**src/rtl/lc3b_types.sv**
```systemverilog
// Shared LC-3b datapath types used by the memory-hierarchy blocks.
package lc3b_types;

    // Byte address and data word of the LC-3b core.
    typedef logic [15:0] lc3b_word;

    // One cache line as moved between the caches and physical memory.
    typedef logic [127:0] lc3b_block;

    // Arbiter FSM: idle, or serving exactly one cache's miss.
    typedef enum logic [1:0] {
        ARB_IDLE    = 2'd0,
        ARB_SERVE_I = 2'd1,
        ARB_SERVE_D = 2'd2
    } arb_state_t;

endpackage : lc3b_types

```
**src/rtl/cache_arbiter.sv**
```systemverilog
// Shares the single physical-memory port between the I-cache and D-cache
// miss paths. One requester is granted at a time; its address, write data
// and operation are latched at the grant edge and drive pmem until
// pmem_resp, which is returned to that requester as a same-cycle pulse.
// When both caches wait, grants alternate so neither side can starve.
module cache_arbiter
    import lc3b_types::*;
#(
    parameter int ADDR_W = 16,
    parameter int LINE_W = 128
) (
    input  logic              clk,
    input  logic              rst,

    // I-cache miss path
    input  logic              i_read,
    input  logic [ADDR_W-1:0] i_address,
    output logic [LINE_W-1:0] i_rdata,
    output logic              i_resp,

    // D-cache miss path
    input  logic              d_read,
    input  logic              d_write,
    input  logic [ADDR_W-1:0] d_address,
    input  logic [LINE_W-1:0] d_wdata,
    output logic [LINE_W-1:0] d_rdata,
    output logic              d_resp,

    // Physical memory port
    output logic              pmem_read,
    output logic              pmem_write,
    output logic [ADDR_W-1:0] pmem_address,
    output logic [LINE_W-1:0] pmem_wdata,
    input  logic [LINE_W-1:0] pmem_rdata,
    input  logic              pmem_resp
);

    arb_state_t        r_state;
    arb_state_t        w_next_state;

    // Fairness bit: 1 when the most recent grant went to the D side.
    logic              r_last_d;
    // Latched D operation: 1 = writeback, 0 = line fill.
    logic              r_op_write;
    logic [ADDR_W-1:0] r_address;
    logic [LINE_W-1:0] r_wdata;

    logic              w_d_req;
    logic              w_grant_i;
    logic              w_grant_d;

    // A D request is either a fill or a writeback; both high counts as one.
    assign w_d_req = d_read | d_write;

    // Read data is steered to both caches; each only looks at it on its resp.
    assign i_rdata = pmem_rdata;
    assign d_rdata = pmem_rdata;

    // The memory sees only the latched copies, never the live request inputs.
    assign pmem_address = r_address;
    assign pmem_wdata   = r_wdata;

    // State register; reset aborts any transaction in flight.
    always_ff @(posedge clk) begin
        if (rst) begin
            r_state <= ARB_IDLE;
        end else begin
            r_state <= w_next_state;
        end
    end

    // Next-state, grant selection and strobe/response decode.
    always_comb begin
        w_next_state = r_state;
        w_grant_i    = 1'b0;
        w_grant_d    = 1'b0;
        pmem_read    = 1'b0;
        pmem_write   = 1'b0;
        i_resp       = 1'b0;
        d_resp       = 1'b0;

        case (r_state)
            ARB_IDLE: begin
                // pmem_resp is ignored here: nothing is outstanding.
                if (i_read && w_d_req) begin
                    // Contention: hand the port to whoever did not have it last.
                    if (r_last_d) begin
                        w_grant_i = 1'b1;
                    end else begin
                        w_grant_d = 1'b1;
                    end
                end else if (i_read) begin
                    w_grant_i = 1'b1;
                end else if (w_d_req) begin
                    w_grant_d = 1'b1;
                end

                if (w_grant_i) begin
                    w_next_state = ARB_SERVE_I;
                end else if (w_grant_d) begin
                    w_next_state = ARB_SERVE_D;
                end
            end

            ARB_SERVE_I: begin
                pmem_read = 1'b1;
                if (pmem_resp) begin
                    i_resp       = 1'b1;
                    w_next_state = ARB_IDLE;
                end
            end

            ARB_SERVE_D: begin
                pmem_read  = ~r_op_write;
                pmem_write = r_op_write;
                if (pmem_resp) begin
                    d_resp       = 1'b1;
                    w_next_state = ARB_IDLE;
                end
            end

            default: begin
                w_next_state = ARB_IDLE;
            end
        endcase
    end

    // Capture the winner's address, data and op, and record who won.
    always_ff @(posedge clk) begin
        if (rst) begin
            r_last_d   <= 1'b0;
            r_op_write <= 1'b0;
            r_address  <= '0;
            r_wdata    <= '0;
        end else if (w_grant_i) begin
            r_last_d   <= 1'b0;
            r_address  <= i_address;
        end else if (w_grant_d) begin
            r_last_d   <= 1'b1;
            r_address  <= d_address;
            r_wdata    <= d_wdata;
            // A simultaneous read+write request is resolved as a writeback.
            r_op_write <= d_write;
        end
    end

endmodule : cache_arbiter

```
**config.mk**
```make
export PLATFORM = sky130hd
export DESIGN_NAME = cache_arbiter
export DESIGN_NICKNAME = d
export VERILOG_FILES = /design/src/rtl/lc3b_types.sv /design/src/rtl/cache_arbiter.sv
export SDC_FILE = /design/constraint.sdc
export NUM_CORES = 1
export LEC_CHECK = 0
export CORE_AREA = 2 2 269 271
export CTS_CLUSTER_DIAMETER = 100
export CTS_CLUSTER_SIZE = 10
export DETAILED_ROUTE_END_ITERATION = 10
export DIE_AREA = 0 0 271 273
export PLACE_DENSITY = 0.4
export SLEW_MARGIN = 15
export SYNTH_ARGS = -nofsm -noshare
export SYNTH_HDL_FRONTEND = slang
export SYNTH_SLANG_ARGS = --single-unit
export TNS_END_PERCENT = 30
```
**constraint.sdc**
```tcl
create_clock -name clk -period 2.1 [get_ports clk]
set_input_delay 0.42 -clock clk [delete_from_list [all_inputs] [get_ports clk]]
set_output_delay 0.42 -clock clk [all_outputs]
set_load 0.01 [all_outputs]
```
==> results.md <==
- Total power: 10200 uW
- Die area: 74000 um^2
- Syn-to-layout area delta: 40.0%
- Worst setup margin: 0.123 ns
- Logic pwr share: 32.9%
- Final std cells w/o fill: approximately 1900
- Period utilisation layout: a little over nine tenths
- CP Cell Sequence: inv_2 -> ha_4 -> and2_1 -> dlygate4sd2_1
- P_int: 6850 uW
- TritonCTS clock tree: done
- Drt wl/cell: roughly 16 um
- Final hold slack: 0.361 ns
- Core area: 71000 um^2
- CP max stage cell: dfxtp_4
- Synth area leaders: dfxtp_1 38%, buf_4 26%, a21oi_1 9.5%
- Sequential cell area fraction in the yosys report: about two fifths
- Global-route wire length before repair: 44.2 mm
- Endpoints failing hold: 0
- Vias in the first global route: 6856
- Synth top area share: 38.2%
- Top cells by count, synth: 266 x buf_4, 148 x dfxtp_1, 147 x a21oi_1, 130 x nand3_1, 130 x o21ai_0
- Syn_nets: 1244
- Place WS: -0.00880 ns
- First-pass detailed-route iteration total: 4
- DIE WIDTH: 271 um
- WS Path Type: reg2out
- Sw Ratio: 32.5%
- Die height: approximately 270 um
- Worst IR drop on VDD: 492 uV
- Final setup viols: 0
- IO Port Bufs: around 310
- Cell variety after synth: 27
- Cts hold-fix bufs: 0
- Switching Power: 3300 uW
- Worst skew pair latency: 0.47 ns
- Largest family of logic cells by synthesized area: buffers and inverters
- DRT iter0 DRCs: 170
- Row count: 98
- Crit. End Element: output pin
- Initial antenna violation count: 1
- Final #Nets: about 1300
- Clk buf depth: 2
- CTS root buffer: clkbuf_16
- Min-Delay Path Class: in2reg
- CP peak stage delay: approximately 0.36 ns
- TritonCTS Buffers: 17
- GP Congestion: between 0.7 and 0.8
- Count leader, synth: buf_4
- EDFF count, synth: 0
- Top_reg_cell synth: dfxtp_1
- Leakage: 0.00361 uW
- Placed cells: ~1900
- Mapped cell area: 7760 um^2
- Max Slew Vio Count: 0
- Xor/xnor cell area share of the yosys netlist: 0%
- Clock transition at the registers of the reported paths: around 0.07 ns
- CTS H-tree lvls: 4
- Layout cell share with drive strength beyond 1: 8.35%
- GRT overflow: 0
- Worst Clk Skew: 0.0161 ns
- Fmax: 506 MHz
- Post-DP HPWL: 22.1 mm
- Post-synthesis simple-gate area fraction: 10.2%
- Relative slew slack: roughly three quarters
- Final setup TNS: 0 ns
- Warnings from Yosys: 0
- GRT Util Overall: 8.04%
- Worst path bufs/invs: 2
- Min cycle time layout: 1.98 ns
- Slew @ Worst Pin: approximately 0.38 ns
- RSZ-0062 raised after global routing: false
- DRC: 0
- Syn_area_per_cell: 8.20 um^2
- Ys async rst share: 0%
- Post-Syn Instances: about 950
- I/O pin cnt: roughly 700
- Antenna Cells: 0
- Flop pwr share: 33.9%
- Critical path required time: 1.68 ns
- Post-synthesis mux area share: 0%
- Cell type with the highest aggregate area in the netlist: dfxtp_1
- Starting density of the core: 10.9%
- Max Fanout on Critical Path: 4
- Synth Register Bits: 148
- Cell family with most CP delay: buffers and inverters
- Post-Synth Adder-Cell Area: 0.483%
- CTS sink cnt: between 100 and 150
- Clock power share: 33.1%
- Compound-cell area share of the yosys netlist: between 20% and 30%
- Setup Fix Bufs, Post-CTS: 0
- Antenna-violating nets left: 0
- Largest net degree at the start of global routing: between 60 and 70
- Routed Wire Length: about 31 mm
- Arr. time, crit path: 1.56 ns
- Max Cap Viol: 0
- Status: completed
- Via/cell ratio: 3.46
- Via count: between 6000 and 7000
- Power Density: ~930 nW/um^2
- Crit path launch type: flip-flop
==> per-stage QoR <==
step,cell area [um^2],util [%]
3_3_place_gp,10300,14.4
6_report,10900,15.3
4_1_cts,10900,15.3
2_1_floorplan,7760,-
3_5_place_dp,10300,14.4
5_1_grt,10900,15.3
==> cell type report <==
class                      instances  area (um^2)
clock inverter                    10          158
inverter                           4         17.5
clock buffer                      20          447
multi-input combinational        457         2500
fill                            7986        60100
sequential                       148         2970
timing repair buffer             355         3600
tap                              950         1190
==> flip-flops by register name (all words and copies together), names as in the netlist <==
signal        cells
pmem_wdata      128
pmem_address     16
r_state           2
r_last_d          1
r_op_write        1
==> cells by family (layout without fill, tap and decap cells) <==
group / count (synthesis) / after routing
flip-flops: 148 / 148
adder cells (fa/ha/maj): 3 / 3
buffers and inverters: 342 / 389
AO/OA/AOI/OAI: 301 / 301
AND/OR/NAND/NOR: 153 / 153
==> layer usage <==
layer,track usage (%),up-vias,wire length [um]
li1,-,3097,-
met1,8.17,3110,11300
met2,12.4,380,13900
met3,4.40,132,3360
met4,6.09,2,1990
met5,0.257,-,8
==> worst paths after layout <==
check,startpoint,end,slack [ns],cells after the start
min,rst,pmem_address[8]$_SDFFE_PP0P_,0.36,2
max,r_state[0]$_SDFFE_PP0P_,pmem_write,0.12,4
min reg2reg,pmem_wdata[8]$_SDFFE_PP0P_,pmem_wdata[8]$_SDFFE_PP0P_,0.47,2
max reg2reg,r_state[0]$_SDFFE_PP0P_,pmem_wdata[13]$_SDFFE_PP0P_,0.54,6
==> repair_timing <==
item | CTS | global route
endpoints found under the setup margin | 4 | 1
pin swaps | 1 | 0
endpoints found under the hold margin | 0 | 0
resized for setup | 12 | 1
==> power groups by stage <==
stage | clock network (uW) | logic [uW] | registers [uW]
2_1_floorplan | 0 | 1880 | 3670
3_3_place_gp | 0 | 3410 | 3500
3_5_place_dp | 0 | 3410 | 3500
4_1_cts | 3580 | 3420 | 3450
5_1_grt | 3660 | 3650 | 3500
6_report | 3360 | 3350 | 3450
==> cells in the final DEF, fill, tap and decap left out, drive strengths merged <==
cell,instances
and2,3
a2bb2oi,1
clkbuf,21
o211a,1
inv,4
o31ai,1
dlygate4sd2,3
o21ai,130
o21a,1
a32oi,16
clkdlybuf4s50,308
dfxtp,148
nand4b,1
a21oi,147
o2bb2ai,1
a31oi,1
clkinv,6
buf,43
o21bai,1
a311oi,1
nor2b,2
nand3,130
bufinv,4
ha,3
nand4,16
nand2,1
Note: power is estimated with default switching activity, not from simulation.
